<file path="config.mk">
export PLATFORM = sky130hd
export DESIGN_NAME = step_pulse_gen
export DESIGN_NICKNAME = d
export VERILOG_FILES = /design/src/rtl/step_pulse_gen.sv
export SDC_FILE = /design/constraint.sdc
export NUM_CORES = 1
export LEC_CHECK = 0
export CORE_MARGIN = 5
export CORE_UTILIZATION = 50
export CTS_BUF_LIST = sky130_fd_sc_hd__clkbuf_4
export CTS_CLUSTER_DIAMETER = 120
export CTS_CLUSTER_SIZE = 14
export DETAILED_ROUTE_END_ITERATION = 10
export PLACE_DENSITY_LB_ADDON = 0.15
export SYNTH_ARGS = -nofsm -noshare
export SYNTH_HDL_FRONTEND = slang
export SYNTH_SLANG_ARGS = --single-unit
</file>
<file path="constraint.sdc">
create_clock -name clk -period 4.7 [get_ports clk]
set_clock_uncertainty 0.2 [all_clocks]
set_input_delay 0.94 -clock clk [delete_from_list [all_inputs] [get_ports clk]]
set_output_delay 0.94 -clock clk [all_outputs]
set_load 0.02 [all_outputs]
</file>
<file path="src/rtl/step_pulse_gen.sv">
`default_nettype none
// ============================================================================
// Module   : step_pulse_gen
// Brief    : Step/direction pulse generator with direction setup, fixed-rate
//            full-width pulses and a wrapping signed step-position counter.
// Revision : 1.0 - initial release
// ============================================================================
module step_pulse_gen #(
  parameter int PERIOD    = 5000,
  parameter int PUL_HIGH  = 2500,
  parameter int DIR_SETUP = 250,
  parameter int POS_W     = 24
) (
  input  logic                    clk,
  input  logic                    rst,
  input  logic                    ena_in,
  input  logic                    dir_in,
  input  logic                    pos_clr,
  output logic                    ENA,
  output logic                    DIR,
  output logic                    PUL,
  output logic                    step_stb,
  output logic signed [POS_W-1:0] position
);

  localparam int c_MAX_LEN = (PERIOD > DIR_SETUP) ? PERIOD : DIR_SETUP;
  localparam int c_CNT_W   = $clog2(c_MAX_LEN + 1);

  // Counter holds "cycles remaining minus one", so zero marks the last cycle.
  localparam logic [c_CNT_W-1:0] c_SETUP_LD = c_CNT_W'(DIR_SETUP - 1);
  localparam logic [c_CNT_W-1:0] c_HIGH_LD  = c_CNT_W'(PUL_HIGH - 1);
  localparam logic [c_CNT_W-1:0] c_LOW_LD   = c_CNT_W'(PERIOD - PUL_HIGH - 1);
  localparam logic signed [POS_W-1:0] c_ONE = POS_W'(1);

  typedef enum logic [1:0] {
    S_IDLE  = 2'd0,
    S_SETUP = 2'd1,
    S_HIGH  = 2'd2,
    S_LOW   = 2'd3
  } state_t;

  state_t              r_state;
  logic [c_CNT_W-1:0]  r_cnt;
  logic                w_expired;
  logic                w_dir_match;
  logic                w_to_high;
  logic                w_to_setup;

  assign w_expired   = (r_cnt == '0);
  assign w_dir_match = (dir_in == DIR);

  always_comb begin
    w_to_high  = 1'b0;
    w_to_setup = 1'b0;
    case (r_state)
      S_IDLE: begin
        w_to_high  = ena_in &  w_dir_match;
        w_to_setup = ena_in & ~w_dir_match;
      end
      S_SETUP: w_to_high = w_expired;
      S_LOW: begin
        w_to_high  = w_expired & ena_in &  w_dir_match;
        w_to_setup = w_expired & ena_in & ~w_dir_match;
      end
      default: ;
    endcase
  end

  always_ff @(posedge clk or posedge rst) begin
    if (rst) begin
      r_state  <= S_IDLE;
      r_cnt    <= '0;
      ENA      <= 1'b0;
      DIR      <= 1'b0;
      PUL      <= 1'b0;
      step_stb <= 1'b0;
      position <= '0;
    end else begin
      step_stb <= w_to_high;

      if (w_to_high) begin
        r_state <= S_HIGH;
        r_cnt   <= c_HIGH_LD;
        ENA     <= 1'b1;
        PUL     <= 1'b1;
      end else if (w_to_setup) begin
        r_state <= S_SETUP;
        r_cnt   <= c_SETUP_LD;
        ENA     <= 1'b1;
        PUL     <= 1'b0;
        DIR     <= dir_in;
      end else if (r_state == S_HIGH && w_expired) begin
        r_state <= S_LOW;
        r_cnt   <= c_LOW_LD;
        PUL     <= 1'b0;
      end else if (r_state == S_LOW && w_expired) begin
        // Only reachable with ena_in low: the run ends after a full period.
        r_state <= S_IDLE;
        ENA     <= 1'b0;
      end else if (r_state != S_IDLE) begin
        r_cnt <= r_cnt - 1'b1;
      end

      // A clear wins over a coincident step; that step is not counted.
      if (pos_clr) begin
        position <= '0;
      end else if (w_to_high) begin
        position <= DIR ? (position + c_ONE) : (position - c_ONE);
      end
    end
  end

endmodule
`default_nettype wire

</file>
==> impl_metrics.toml, run 1 <==
[outcome]
status = "finished, final reports clean"

[power_and_ir_drop]
ir_drop_uv = 101
p_leak_nw = 1.63
power_density_nw_per_um2 = 153

[synth]
async_reset_ff_share_pct = 100
synth_area_sq_um = 3410
syn_nets = 435
ys_warn_count = 0
synth_edf_count = 0
ys_ff_latch = 43
seq_area_frac_synth_pct = 31.6
synthCells = 401
synth_top_area_share_pct = 31.6
synth_area_per_cell_sq_um = 8.50
dominantRegCellSynth = "dfrtp_1"
yosysTopAreaCell = "dfrtp_1"
ys_top_cells_by_area = "dfrtp_1 32%, ha_1 10%, a21oi_1 6.6%"
ys_types = 65

[clocking]
clk_pin_slew_ns = 0.15
ctsResizeCount = 0
root_buffer = "clkbuf_4"
cts.path.max_buffers = 2
cts_tree = "yes"
clock_insertion_delay_worst_skew_ns = 0.36
cts_buffers = 5
cts_sinks = 43
cts_max_level = 2
hold_buffers = 0
cts_setup_buffers = 0

[die]
dieArea_sq_um = 8560
die_x_um = 92.5
io_pins = 33
die_h_um = 92.5
placementRows = 30
initial_utilization_pct = 50.7
core-area_sq_um = 6720

[global_routing]
grt_pass1_vias = 2935
antenna_found_initial = 0
gr-total-overflow = 0
grt_max_degree = 44
grt_first_pass_wirelength_mm = 14.1
grt_usage_pct = 20.2

[critical_path]
rrSetupSlack_ns = 1.26
worstReg2RegStart = "DIR$_DFFE_PP0P_"
endpoint_kind = "register"
path_class = "reg2reg"
crit_path_start_kind = "register"
rr_worst_depth = 10
path_max_fanout = 24
crit_arrival_ns = 3.50
r2r-end = "position[23]$_DFFE_PP0P_"
required_ns = 4.76

[timing]
setup-violations-final = 0
hold_ws_ns = 0.329
rsz0062_at_grt = "no"
worst_pin_slew_ns = 0.943
period_share_pct = 73.1
fmax_ghz = 0.291
min_period_ns = 3.44
hold_viol = 0
relSlewSlack_pct = 36.9
slew_viol_final = 0
tns_ns = 0

[route]
post_drt_via_cell_ratio = 6.12
drt_drc_violations_left = 0
wl_per_cell_um = 16.8
drt_wl_total_mm = 8.49
drt_iter0_drc = 157
ant_nets = 0
firstDrtPassIters = 4
vias = 3095

[placed_design]
numPortBuffers = 32
routabilityCongestion = 0.899
hpwlAfterDp_mm = 6.09
place_area_sq_um = 3760

[hold_path]
hp-start = "r_cnt[0]$_DFFE_PP0P_"
hold_path_end = "r_cnt[0]$_DFFE_PP0P_"
worstHoldPathCells = 1
hp-class = "reg2reg"

[finish]
fin_area_sq_um = 3820
area_delta_synth_final_pct = 12.2
final_nets = 459
drive_above_1_share_pct = 5.63
ff_latch_area_sq_um = 1080
num_antenna_cells = 0
multi_input_area_sq_um = 2190
nFillCells = 614

[run]
cap_violations = 0
-- critical path, cell delays in order, from the launching register on --
cell,delay (ns)
dfrtp_1,0.47
inv_1,0.08
buf_4,0.31
ha_1,0.34
a21oi_1,0.20
o21ai_0,0.21
a21boi_0,0.39
o221ai_1,0.31
a41oi_1,0.29
mux2i_1,0.22
mux2_1,0.34
-- state kept, by name, indices dropped and copies added, names as in the netlist --
register  count
ENA           1
r_cnt        13
step_stb      1
r_state       2
DIR           1
position     24
PUL           1
-- layer usage --
layer	part of all wire (%)	wire length, um	vias up	GRT usage (%)
li1	-	-	1533	-
met1	46	3910	1481	25.3
met2	49	4120	65	35.2
met3	3.8	320	16	3.74
met4	1.7	145	0	5.94
met5	0	0	-	0
-- metrics by stage --
stage                     total power [mW]  instances  setup slack, ns  utilization, %
after floorplan                      0.387        401             1.31               -
after global placement               0.395        498             1.26            56.0
after detailed placement             0.395        498             1.15            56.0
after CTS                            0.595        506             1.26            56.9
after global routing                 0.611        506             1.04            56.9
final                                0.586        506             1.26            56.9
-- placed cells by master (no fill, tap or decap), types with 4 or more instances in the layout --
| cell | synthesis | final |
|---|---|---|
| a211oi_1 | 6 | 6 |
| nor2_1 | 23 | 23 |
| o21bai_1 | 4 | 4 |
| a22o_1 | 5 | 5 |
| a31oi_1 | 10 | 10 |
| nand2_1 | 49 | 49 |
| a41oi_1 | 8 | 8 |
| ha_1 | 28 | 28 |
| inv_1 | 16 | 15 |
| clkdlybuf4s50_1 | 0 | 32 |
| nand3_1 | 10 | 10 |
| a21oi_1 | 45 | 45 |
| xor2_1 | 8 | 8 |
| dfrtp_1 | 43 | 43 |
| nand4_1 | 6 | 6 |
| xnor2_1 | 12 | 12 |
| and3_1 | 4 | 4 |
| and2_1 | 4 | 4 |
| a21o_1 | 8 | 8 |
| nor3_1 | 9 | 9 |
| nand2b_1 | 4 | 4 |
| clkbuf_4 | 0 | 7 |
| o21ai_0 | 18 | 18 |
| nor2b_1 | 9 | 9 |
-- report_power, final --
part | switching, mW | internal [mW]
clock | 0.129 | 0.0702
sequential | 0.000000000000000120 | 0.370
combinational | 0.0128 | 0.00413
total | 0.142 | 0.444
-- cell families after synthesis --
| kind of cell | synth area share (%) |
|---|---|
| simple gates | 21.1 |
| mux | 0.918 |
| flops | 31.6 |
| xor+xnor | 5.14 |
| compound gates | 26.2 |
| fa+ha+maj | 10.9 |
| buf+inv | 4.19 |
-- Yosys cell counts, drive strengths merged (3+ instances only) --
cell / instances
nor4b: 3
dfrtp: 43
nor3: 10
nor2b: 9
nor4: 3
xor2: 8
ha: 28
a211oi: 6
nand2b: 4
and3: 4
o21bai: 4
a21o: 8
a31oi: 10
buf: 6
xnor2: 12
o21ai: 18
nor2: 24
o22a: 3
clkbuf: 11
a22o: 5
and2: 4
a21oi: 45
a41oi: 8
nand3: 11
inv: 17
nand4: 6
nand2: 49
o21a: 4
or4: 3
-- worst max path at each step --
| stage | cells after the start | start | slack (ns) | to |
|---|---|---|---|---|
| 3_5_place_dp | 8 | ena_in | 1.15 | r_cnt[7]$_DFFE_PP0P_ |
| 5_1_grt | 10 | DIR$_DFFE_PP0P_ | 1.04 | position[23]$_DFFE_PP0P_ |
| 2_1_floorplan | 9 | DIR$_DFFE_PP0P_ | 1.31 | position[23]$_DFFE_PP0P_ |
| 4_1_cts | 10 | DIR$_DFFE_PP0P_ | 1.26 | position[23]$_DFFE_PP0P_ |
| 6_report | 10 | DIR$_DFFE_PP0P_ | 1.26 | position[23]$_DFFE_PP0P_ |
| 3_3_place_gp | 8 | ena_in | 1.26 | r_cnt[7]$_DFFE_PP0P_ |
-- cell type report --
| cell class | count | area share (%) |
|---|---|---|
| repair buffers | 34 | 8.78 |
| multi-input cells | 324 | 57.3 |
| clock inverters | 1 | 0.131 |
| well taps | 80 | 2.62 |
| flip-flops and latches | 43 | 28.2 |
| inverters | 17 | 1.67 |
| clock buffers | 7 | 1.38 |
Note: power is estimated with default switching activity, not from simulation.
==> inputs of run 2 (changes only) <==
==> constraint.sdc (replaced) <==
create_clock -name clk -period 2.8 [get_ports clk]
set_clock_uncertainty 0.2 [all_clocks]
set_input_delay 0.56 -clock clk [delete_from_list [all_inputs] [get_ports clk]]
set_output_delay 0.56 -clock clk [all_outputs]
set_load 0.02 [all_outputs]
==> run 2 against run 1 <==
Compared with the run above:
- largest power group unchanged
- combinational power up 110%
- power is 69% higher
- the run now ends with setup timing left
- global-route usage rose by 2.8 points
==> impl_metrics.toml, run 2 (same netlist as run 1, synthesis figures left out) <==
[clocking]
clock_insertion_delay_worst_skew_ns = 0.38
cts.path.max_buffers = 2
cts_tree = "yes"
hold_buffers = 0
root_buffer = "clkbuf_4"
cts_buffers = 5
cts_sinks = 43
cts_max_level = 2
clk_pin_slew_ns = 0.14

[power_and_ir_drop]
p_sw_share_pct = 26.5
ir_drop_uv = 169
intPower_mw = 0.728
pwr-share-comb_pct = 3.6
power_density_nw_per_um2 = 206
p_leak_nw = 1.93
p_seq_share_pct = 62.7
p_sw_mw = 0.262
clkPwrFrac_pct = 33.7

[route]
drt_drc_violations_left = 0
ant_nets = 0
vias = 3544
post_drt_via_cell_ratio = 6.20
wl_per_cell_um = 18.5
drt_wl_total_mm = 10.6
drt_iter0_drc = 160
firstDrtPassIters = 4

[finish]
layout_commonest_cell = "buf_4"
num_antenna_cells = 0
multi_input_area_sq_um = 2600
final_nets = 525
ff_latch_area_sq_um = 1080
fin_area_sq_um = 4810
nFillCells = 510
drive_above_1_share_pct = 30.3
area_delta_synth_final_pct = 41.2
largest_register_ffs = 24
final_cell_mix = "61 x buf_4, 45 x nand2_1, 42 x dfrtp_1"
utilization_pct = 71.6
largestRegisters = "position x24, r_cnt x13, r_state x2"
largest-register = "position"

[outcome]
status = "finished with violations"
violations = "setup timing"

[global_routing]
grt_pass1_vias = 3334
gr-total-overflow = 0
grt_usage_pct = 23.0
grt-busiest-layer = "met2"
grt_max_degree = 17
gr-usage-met2_pct = 41.1
grtUsageMet3_pct = 2.84
grt_first_pass_wirelength_mm = 15.9
antenna_found_initial = 0
grt_use_met1_pct = 27.9

[critical_path]
slowest_stage = "dfrtp_2"
path_cells = "clkinvlp_4 -> buf_12 -> buf_8 -> ha_4 -> buf_4 -> a21oi_1 -> o21ai_1 -> a31oi_1 -> o21ai_0 -> a41oi_2 -> xnor2_1 -> a22o_1"
path_max_fanout = 7
max_stage_delay_ns = 0.41
path_class = "reg2reg"
endpoint_kind = "register"
crit_arrival_ns = 2.92
required_ns = 2.89
crit_path_start_kind = "register"

[timing]
setup_slack_ns = -0.0288
setup-violations-final = 3
hold_viol = 0
fmax_ghz = 0.354
rsz0062_at_grt = "yes"
worst_pin_slew_ns = 0.449
period_share_pct = 101
min_period_ns = 2.83
relSlewSlack_pct = 69.6
tns_ns = -0.0697
slew_viol_final = 0

[die]
dieArea_sq_um = 8560
io_pins = 33
initial_utilization_pct = 50.7
core-area_sq_um = 6720
die_x_um = 92.5
die_h_um = 92.5
placementRows = 30

[placed_design]
place_area_sq_um = 4250
routabilityCongestion = 0.915
numPortBuffers = 32
hpwlAfterDp_mm = 7.25

[run]
cap_violations = 0

[hold_path]
hp-class = "in2async"
## run 2: worst paths after layout
kind / startpoint / endpoint / slack [ns] / cells past startpoint
worst max-delay path: DIR$_DFFE_PP0P_ / position[20]$_DFFE_PP0P_ / -0.03 / 12
worst min-delay path: rst / position[20]$_DFFE_PP0P_ / 0.22 / 2
worst max register to register: DIR$_DFFE_PP0P_ / position[20]$_DFFE_PP0P_ / -0.03 / 12
worst min register to register: PUL$_DFFE_PP0P_ / PUL$_DFFE_PP0P_ / 0.32 / 2
max in group asynchronous: rst / DIR$_DFFE_PP0P_ / 1.62 / 3
min in group clk: PUL$_DFFE_PP0P_ / PUL$_DFFE_PP0P_ / 0.32 / 2
## run 2: worst max-delay path: cells and delay by family, from the launching register on
family                   cells  cell delay [ns]
AO/OA/AOI/OAI                6             1.17
buffers and inverters        4             0.64
flip-flops                   1             0.41
adder cells (fa/ha/maj)      1             0.23
XOR/XNOR                     1             0.09
## run 2: layer usage
metal,routed length [um],vias up
met5,0,-
met4,375,0
met3,396,40
met2,5500,121
met1,4320,1711
li1,-,1672
## run 2: metrics by stage
step                instances  power, mW  worst slack (ns)  hold WS [ns]
floorplan                 401      0.649            -0.405         0.273
global placement          558      0.667           -0.0193         0.289
detailed placement        558      0.667           -0.0677         0.291
CTS                       566       1.01           -0.0269         0.224
global route              572       1.04            -0.156         0.234
finish                    572      0.991           -0.0288         0.222
## run 2: power by group through the flow
stage               combinational [mW]  clock, mW  sequential (mW)
finish                          0.0355      0.334            0.621
CTS                             0.0348      0.355            0.621
global route                    0.0397      0.375            0.621
floorplan                       0.0161          0            0.633
global placement                0.0340          0            0.633
detailed placement              0.0346          0            0.633
## run 2: timing repair
item,4_1_cts,5_1_grt
setup buffers,0,5
endpoints found under the setup margin,10,23
resized for setup,6,72
gates cloned,0,1
pin swaps,5,21
## run 2: cell type report
| class | count | share of cell area (%) |
|---|---|---|
| Multi-Input combinational cell | 324 | 54.1 |
| Clock buffer | 5 | 0.780 |
| Sequential cell | 43 | 22.4 |
| Clock inverter | 3 | 0.416 |
| Inverter | 17 | 1.56 |
| Tap cell | 80 | 2.08 |
| Timing Repair Buffer | 100 | 18.6 |
==> inputs of run 3 (changes only) <==
--- a/config.mk
+++ b/config.mk
@@ -7,11 +7,12 @@
 export LEC_CHECK = 0
 export CORE_MARGIN = 5
 export CORE_UTILIZATION = 50
-export CTS_BUF_LIST = sky130_fd_sc_hd__clkbuf_4
+export CTS_BUF_LIST = sky130_fd_sc_hd__clkbuf_16
 export CTS_CLUSTER_DIAMETER = 120
 export CTS_CLUSTER_SIZE = 14
 export DETAILED_ROUTE_END_ITERATION = 10
 export PLACE_DENSITY_LB_ADDON = 0.15
+export RECOVER_POWER = 25
 export SYNTH_ARGS = -nofsm -noshare
 export SYNTH_HDL_FRONTEND = slang
 export SYNTH_SLANG_ARGS = --single-unit
==> run 3 against run 2 <==
Compared with the run above:
- combinational power decreased by 5%
- hold slack gained 0.080 ns
- largest power group unchanged
- setup slack worse by 0.0060 ns
- wire length up 2.4%
- utilization increased by 2.0 points
- critical path depth unchanged
- the run still ends with setup timing left
- flip-flop and latch count unchanged
- largest cell class unchanged
==> impl_metrics.toml, run 3 (same netlist as run 1, synthesis figures left out) <==
[global_routing]
antenna_found_initial = 0
grt_pass1_vias = 3451
grt_max_degree = 17
grt_usage_pct = 23.3
gr-total-overflow = 0
grt_first_pass_wirelength_mm = 16.2

[critical_path]
required_ns = 2.78
crit_path_start_kind = "register"
r2r-end = "position[20]$_DFFE_PP0P_"
crit_arrival_ns = 2.82
path_max_fanout = 8
startpoint = "DIR$_DFFE_PP0P_"
rr_worst_depth = 12
worstReg2RegStart = "DIR$_DFFE_PP0P_"
cp_num_buf_inv = 4
max_stage_delay_ns = 0.38
crit_top_cell = "buf_4"
rrSetupSlack_ns = -0.03
path_class = "reg2reg"
path_cells = "clkinvlp_4 -> buf_12 -> buf_4 -> ha_2 -> buf_4 -> a21oi_1 -> o21ai_1 -> a31oi_1 -> o21ai_0 -> a41oi_1 -> xnor2_1 -> a22o_1"
endpoint_kind = "register"
slowest_stage = "dfrtp_2"
cp.depth = 12
cp_top_family = "compound AO/OA/AOI/OAI gates"

[route]
vias = 3593
post_drt_via_cell_ratio = 6.18
wl_per_cell_um = 18.7
ant_nets = 0
drt_iter0_drc = 186
firstDrtPassIters = 5
drt_wl_total_mm = 10.8
drt_drc_violations_left = 0

[power_and_ir_drop]
p_seq_share_pct = 49.7
intPower_mw = 0.960
ir_drop_uv = 232
p_sw_share_pct = 23.2
power_density_nw_per_um2 = 253
p_leak_nw = 2.02
p_sw_mw = 0.290
clkPwrFrac_pct = 47.6
pwr-share-comb_pct = 2.7

[clocking]
cts_max_level = 2
cts_buffers = 5
hold_buffers = 0
clk_pin_slew_ns = 0.07
cts_sinks = 43
cts_tree = "yes"
clock_insertion_delay_worst_skew_ns = 0.29
cts.path.max_buffers = 2
root_buffer = "clkbuf_16"

[timing]
hold_viol = 0
setup-violations-final = 2
rsz0062_at_grt = "yes"
fmax_ghz = 0.353
relSlewSlack_pct = 41.8
min_period_ns = 2.83
slew_viol_final = 0
worst_pin_slew_ns = 0.873
setup_slack_ns = -0.0347
period_share_pct = 101

[run]
cap_violations = 0

[die]
die_h_um = 92.5
dieArea_sq_um = 8560
core-area_sq_um = 6720
io_pins = 33
initial_utilization_pct = 50.7
placementRows = 30
die_x_um = 92.5

[placed_design]
routabilityCongestion = 0.915
place_area_sq_um = 4250
numPortBuffers = 32
placed_cells = 558
hpwlAfterDp_mm = 7.25

[hold_path]
hp-class = "reg2reg"
hp-start = "PUL$_DFFE_PP0P_"
hold_path_end = "PUL$_DFFE_PP0P_"
worstHoldPathCells = 2

[outcome]
status = "finished with violations"
violations = "setup timing"

[finish]
largestRegisters = "position x24, r_cnt x13, r_state x2"
fin_cells = 581
area_delta_synth_final_pct = 45.0
nFillCells = 466
layout_commonest_cell = "buf_4"
utilization_pct = 73.5
final_cell_mix = "68 x buf_4, 47 x nand2_1, 42 x dfrtp_1"
largest_register_ffs = 24
largest-register = "position"
fin_area_sq_um = 4940
num_antenna_cells = 0
final_nets = 534
drive_above_1_share_pct = 30.7
==> run 3: cell count changes in the layout (fill, tap and decap cells not counted), sizes merged <==
cell,previous run,this run
buf,67,76
clkdlybuf4s50,32,31
dlygate4sd3,0,1
==> run 3: routing by layer <==
layer / vias to the layer above / share of wire [%] / global-route usage (%)
met1: 1738 / 40 / 27.7
met4: 0 / 3.0 / 9.41
met2: 128 / 52 / 41.6
li1: 1688 / - / -
met3: 39 / 5.2 / 3.66
met5: - / 0 / 0
==> run 3: worst max path at each step <==
stage | end
after floorplan | position[23]$_DFFE_PP0P_
after global placement | position[23]$_DFFE_PP0P_
after detailed placement | position[23]$_DFFE_PP0P_
after CTS | position[23]$_DFFE_PP0P_
after global routing | position[20]$_DFFE_PP0P_
final | position[20]$_DFFE_PP0P_
==> run 3: power by group through the flow <==
stage	Combinational, mW	Clock [mW]	Sequential (mW)
2_1_floorplan	0.0161	0	0.633
3_3_place_gp	0.0340	0	0.633
3_5_place_dp	0.0346	0	0.633
4_1_cts	0.0347	0.604	0.621
5_1_grt	0.0385	0.640	0.620
6_report	0.0338	0.595	0.621
==> run 3: cell type report <==
type | count | area (sq um) | area share (%)
repair buffers | 109 | 942 | 19.1
flip-flops and latches | 43 | 1080 | 21.8
multi-input cells | 324 | 2600 | 52.6
well taps | 80 | 100 | 2.03
clock buffers | 5 | 125 | 2.53
inverters | 17 | 75.1 | 1.52
clock inverters | 3 | 20.0 | 0.405
==> run 3: repair_timing <==
| action | 4_1_cts | 5_1_grt |
|---|---|---|
| endpoints found under the setup margin | 8 | 22 |
| setup buffers | 0 | 15 |
| pin swaps | 5 | 19 |
| resized for setup | 12 | 63 |
==> run 3: metrics by stage <==
stage / setup TNS, ns / setup WS (ns) / hold WS (ns) / total power, mW
floorplan: -1.08 / -0.405 / 0.273 / 0.649
global placement: -0.0193 / -0.0193 / 0.289 / 0.667
detailed placement: -0.192 / -0.0677 / 0.291 / 0.667
CTS: -0.0160 / -0.0160 / 0.314 / 1.26
global route: -0.762 / -0.184 / 0.370 / 1.30
finish: -0.0409 / -0.0347 / 0.301 / 1.25
==> run 3: tightest hold or removal path: cells and delay by family, from the launching register on <==
family | cells | cell delay (ns)
flops | 1 | 0.34
simple gates | 2 | 0.12
